===== src/rtl/axis_packet_fifo.sv =====
// Store-and-forward AXI4-Stream packet FIFO. Packets longer than DEPTH fall back to cut-through.
// Latency: a packet's first beat appears on m_* the cycle after its tlast beat is pushed.
// Backpressure: s_tready=0 only while DEPTH beats are stored. m_tvalid holds until the head beat is popped.
// Ports: CLK, RST_N (synchronous, active-low); s_t* beat input with s_tready;
//        m_t* head-beat output with m_tready; occupancy, pkt_count, and sticky oversize status.
module axis_packet_fifo #(
    parameter int DATA_W = 64,
    parameter int ID_W   = 4,
    parameter int DEST_W = 4,
    parameter int USER_W = 4,
    parameter int DEPTH  = 32
) (
    input  logic                         CLK,
    input  logic                         RST_N,
    input  logic [DATA_W-1:0]            s_tdata,
    input  logic [DATA_W/8-1:0]          s_tstrb,
    input  logic [DATA_W/8-1:0]          s_tkeep,
    input  logic                         s_tlast,
    input  logic [ID_W-1:0]              s_tid,
    input  logic [DEST_W-1:0]            s_tdest,
    input  logic [USER_W-1:0]            s_tuser,
    input  logic                         s_tvalid,
    output logic                         s_tready,
    output logic [DATA_W-1:0]            m_tdata,
    output logic [DATA_W/8-1:0]          m_tstrb,
    output logic [DATA_W/8-1:0]          m_tkeep,
    output logic                         m_tlast,
    output logic [ID_W-1:0]              m_tid,
    output logic [DEST_W-1:0]            m_tdest,
    output logic [USER_W-1:0]            m_tuser,
    output logic                         m_tvalid,
    input  logic                         m_tready,
    output logic [$clog2(DEPTH+1)-1:0]   occupancy,
    output logic [$clog2(DEPTH+1)-1:0]   pkt_count,
    output logic                         oversize
);

    localparam int KEEP_W = DATA_W / 8;
    localparam int AW     = $clog2(DEPTH);
    localparam int CW     = $clog2(DEPTH + 1);
    localparam int EW     = DATA_W + 2 * KEEP_W + 1 + ID_W + DEST_W + USER_W;
    localparam logic [CW-1:0] FULL = CW'(DEPTH);

    logic [EW-1:0] mem [DEPTH];
    logic [AW-1:0] wr_ptr;
    logic [AW-1:0] rd_ptr;
    logic          cut_through;
    // Set once the oversized packet's own tlast beat has been written. Any later
    // tlast pushed during cut-through belongs to a following packet and must be counted.
    logic          tail_in;
    logic          push;
    logic          pop;
    logic          cnt_inc;
    logic          cnt_dec;

    assign s_tready = (occupancy != FULL);
    assign m_tvalid = (occupancy != '0) & ((pkt_count != '0) | cut_through);
    assign push     = s_tvalid & s_tready;
    assign pop      = m_tvalid & m_tready;

    assign {m_tdata, m_tstrb, m_tkeep, m_tlast, m_tid, m_tdest, m_tuser} = mem[rd_ptr];

    // The oversized packet never counts as a complete packet. Its tlast is neither
    // added on push nor removed on pop.
    assign cnt_inc = push & s_tlast & ~(cut_through & ~tail_in);
    assign cnt_dec = pop & m_tlast & ~cut_through;

    always_ff @(posedge CLK) begin
        if (push) begin
            mem[wr_ptr] <= {s_tdata, s_tstrb, s_tkeep, s_tlast, s_tid, s_tdest, s_tuser};
        end
    end

    always_ff @(posedge CLK) begin
        if (!RST_N) begin
            wr_ptr      <= '0;
            rd_ptr      <= '0;
            occupancy   <= '0;
            pkt_count   <= '0;
            cut_through <= 1'b0;
            tail_in     <= 1'b0;
            oversize    <= 1'b0;
        end else begin
            if (push) wr_ptr <= wr_ptr + 1'b1;
            if (pop)  rd_ptr <= rd_ptr + 1'b1;

            if (push & ~pop)      occupancy <= occupancy + 1'b1;
            else if (pop & ~push) occupancy <= occupancy - 1'b1;

            if (cnt_inc & ~cnt_dec)      pkt_count <= pkt_count + 1'b1;
            else if (cnt_dec & ~cnt_inc) pkt_count <= pkt_count - 1'b1;

            if (cut_through) begin
                // While in cut-through, the head packet is the oversized one, so the
                // first tlast popped ends cut-through.
                if (pop & m_tlast) begin
                    cut_through <= 1'b0;
                    tail_in     <= 1'b0;
                end else if (push & s_tlast) begin
                    tail_in     <= 1'b1;
                end
            end else if ((occupancy == FULL) && (pkt_count == '0)) begin
                // The FIFO is full and holds only one partial packet. Without cut-through
                // that packet could never complete, so the FIFO would deadlock.
                cut_through <= 1'b1;
                oversize    <= 1'b1;
            end
        end
    end

endmodule


===== config.mk =====
export PLATFORM = sky130hd
export DESIGN_NAME = axis_packet_fifo
export DESIGN_NICKNAME = d
export VERILOG_FILES = /design/src/rtl/axis_packet_fifo.sv
export SDC_FILE = /design/constraint.sdc
export NUM_CORES = 2
export LEC_CHECK = 0
export CORE_MARGIN = 2
export CORE_UTILIZATION = 38
export CTS_BUF_LIST = sky130_fd_sc_hd__clkbuf_2
export DETAILED_ROUTE_END_ITERATION = 10
export SYNTH_ARGS = -nofsm -noshare
export SYNTH_HDL_FRONTEND = slang
export SYNTH_SLANG_ARGS = --single-unit

===== constraint.sdc =====
create_clock -name CLK -period 6 [get_ports CLK]
set_input_delay 0.9 -clock CLK [delete_from_list [all_inputs] [get_ports CLK]]
set_output_delay 0.9 -clock CLK [all_outputs]
set_load 0.01 [all_outputs]

==> results.cfg <==
[setup_path]
crit_arrival_ns = 4.91
worstPathCellList = buf_16 -> buf_12 -> buf_16 -> mux4_2 -> mux4_2 -> mux2_2 -> clkdlybuf4s50_1
reg2reg_to = pkt_count[5]
cp-end-kind = output port
critical-path-slowest-cell = mux4_2
r2r_cells = 18
worst-path-buf-inv = 4
crit_fanout = 27
r2r_setup_slack_ns = 1.71
path_class = reg -> out
cp-start-kind = flip-flop
cp.required_ns = 5.10
crit_path_max_incr_delay_ns = 0.53
crit_family = multiplexers

[synth]
synth_warnings = 0
yosysTopAreaCellShare_pct = 78.2
synth_area_per_cell_sq_um = 25.6
synth_edf_count = 2976
synth_area_leader_cell = edfxtp_1
synth_nets = 4577
synthCells = 4463
synth_cell_types = 45
ys_seq_elements = 3006
ys_seq_area_share_pct = 78.8
netlist_area_sq_um = 114000
synth.area.top_cells = edfxtp_1 (78%), mux4_2 (18%), mux2_2 (0.91%), dfxtp_1 (0.53%), clkbuf_1 (0.43%)
ys.flop_type = edfxtp_1
async_flop_share_pct = 0

[run]
drv_cap = 0

[clock_tree]
clkLatencyLatePin_ns = 2.11
clockBufferDepth = 4
numClockSinks = 3006
path_clk_slew_ns = 0.11
h-tree-depth = 6
numCtsBuffers = 739
cts-root-buf = clkbuf_2
cts_tree = built

[placement]
portBuffers = 204
gp_congestion = 0.732
place_hpwl_mm = 138

[pwr]
leakage_nw = 40.9
ir_drop_v = 0.000225
power_w = 0.0444
pwr_density_cell_nw_per_um2 = 338

[timing]
fin_crit_ns = 5.81
worst_slew_pin_slew_ns = 1.14
finalMaxSlewViolations = 0
tns_ns = 0
whs_ns = 0.221
final-hold-violation-count = 0
min_period_over_period_pct = 96.9
setup_viol = 0
slew_headroom_pct = 23.6
max_freq_mhz = 172
clock_skew_ns = 0.139

[grt]
grt_max_degree = 96
antenna_found_initial = 40
grt_pass1_vias = 57400
gr-total-overflow = 0
track_usage_pct = 19.2
grt_pass1_wl_mm = 419

[finish]
layout.nets = 5593
fillCellCount = 25400
final_util_pct = 43.9
final_common_cell = edfxtp_1
area_growth_pct = 15.2
multi_input_area_sq_um = 23400
drive_above_1_share_pct = 39.8
final_cell_mix = edfxtp_1 (2976), clkbuf_2 (1045), mux4_2 (921)
ff_latch_area_sq_um = 90000

[drt]
route.detailed.drc = 0
firstDrtPassIters = 5
wl_met3_mm = 22.4
drt.antenna.violating_nets = 0
highest_layer = met5
drt_wl_total_mm = 296
drt_first_iter_violations = 5901
drt-wirelength-per-cell_um = 29.7
viasPerCell = 5.51
drt-met1-wl_mm = 124
dr_wl_met2_mm = 144
num_vias = 55000

[floorplanning]
dieHeight_um = 552
initial_core_util_pct = 38.1
die-area_sq_um = 305000
io_pins = 205
fp.dieW_um = 552
coreArea_sq_um = 300000
core.rowCount = 201

[status]
status = finished, final reports clean

[min_path]
hold_start = s_tdata[11]
worst_hold_path.endpoint = mem[6][40]
hold_class = in -> reg
worstHoldPathCells = 1
cells by family (layout without fill, tap and decap cells):
kind of cell               count (synthesis)  count (layout)  synth area share [%]
buffers and inverters                    236            1768                 0.960
muxes                                   1028            1028                  19.2
and+or+nand+nor                          124             124                 0.541
xor gates and xnor gates                  17              17                 0.130
AOI/OAI and AO/OA                         35              35                 0.198
adders and majority gates                 17              17                 0.199
other                                      0              17                     0
DFF                                     3006            3006                  78.8
metal layers:
metal | vias up | global-route usage (%)
li1 | 22100 | -
met1 | 30100 | 27.2
met2 | 2425 | 30.8
met3 | 402 | 3.68
met4 | 26 | 4.51
met5 | - | 0
what timing repair did:
item,CTS,global route
gates resized for setup,128,8
endpoints found under the hold margin,1888,0
endpoints found under the setup margin,93,15
gates cloned,29,0
hold buffers,82,0
buffers inserted,41,5
sequential cells by signal, summed over array words and instances, names as in the netlist, named ones only:
signal	cells
rd_ptr	5
oversize	1
occupancy	6
pkt_count	6
wr_ptr	5
tail_in	1
cut_through	1
mem	2976
where the power goes:
group          leakage (nW)  internal [W]  total (W)  switching (W)
logic                  8.89       0.00411    0.00765        0.00355
clock network          4.94       0.00515     0.0133        0.00817
registers              27.1        0.0234     0.0235      0.0000995
total                  40.9        0.0326     0.0444         0.0118
layout make-up:
type | count | area share, %
flip-flops and latches | 3006 | 68.4
multi-input cells | 1221 | 17.8
repair buffers | 502 | 4.99
clock buffers | 1045 | 3.98
well taps | 3958 | 3.76
clock inverters | 212 | 0.991
inverters | 9 | 0.0352
diodes | 17 | 0.0323
cell usage after synthesis (14+ instances only):
| cell | instances |
|---|---|
| mux2i_1 | 15 |
| buf_2 | 57 |
| dfxtp_1 | 30 |
| edfxtp_1 | 2976 |
| mux4_2 | 921 |
| and2_1 | 17 |
| nand2_1 | 21 |
| mux2_2 | 92 |
| ha_1 | 15 |
| clkbuf_1 | 132 |
| nor2_1 | 44 |
| buf_1 | 14 |
stage by stage:
stage,std cells,cell area (sq um),setup slack [ns]
5_1_grt,9959,132000,-0.0230
3_3_place_gp,8538,123000,1.15
6_report,9970,132000,0.186
4_1_cts,9948,131000,-0.110
2_1_floorplan,4463,114000,0.0200
3_5_place_dp,8539,123000,1.23
worst max-delay path by stage:
stage / endpoint / slack [ns] / cells after the start
floorplan: mem[28][0] / 0.02 / 4
global placement: pkt_count[5] / 1.15 / 14
detailed placement: pkt_count[5] / 1.23 / 14
CTS: m_tdata[1] / -0.11 / 8
global route: m_tdata[2] / -0.02 / 7
finish: m_tdata[2] / 0.19 / 7
No activity file was read; power rests on OpenSTA's default activity.
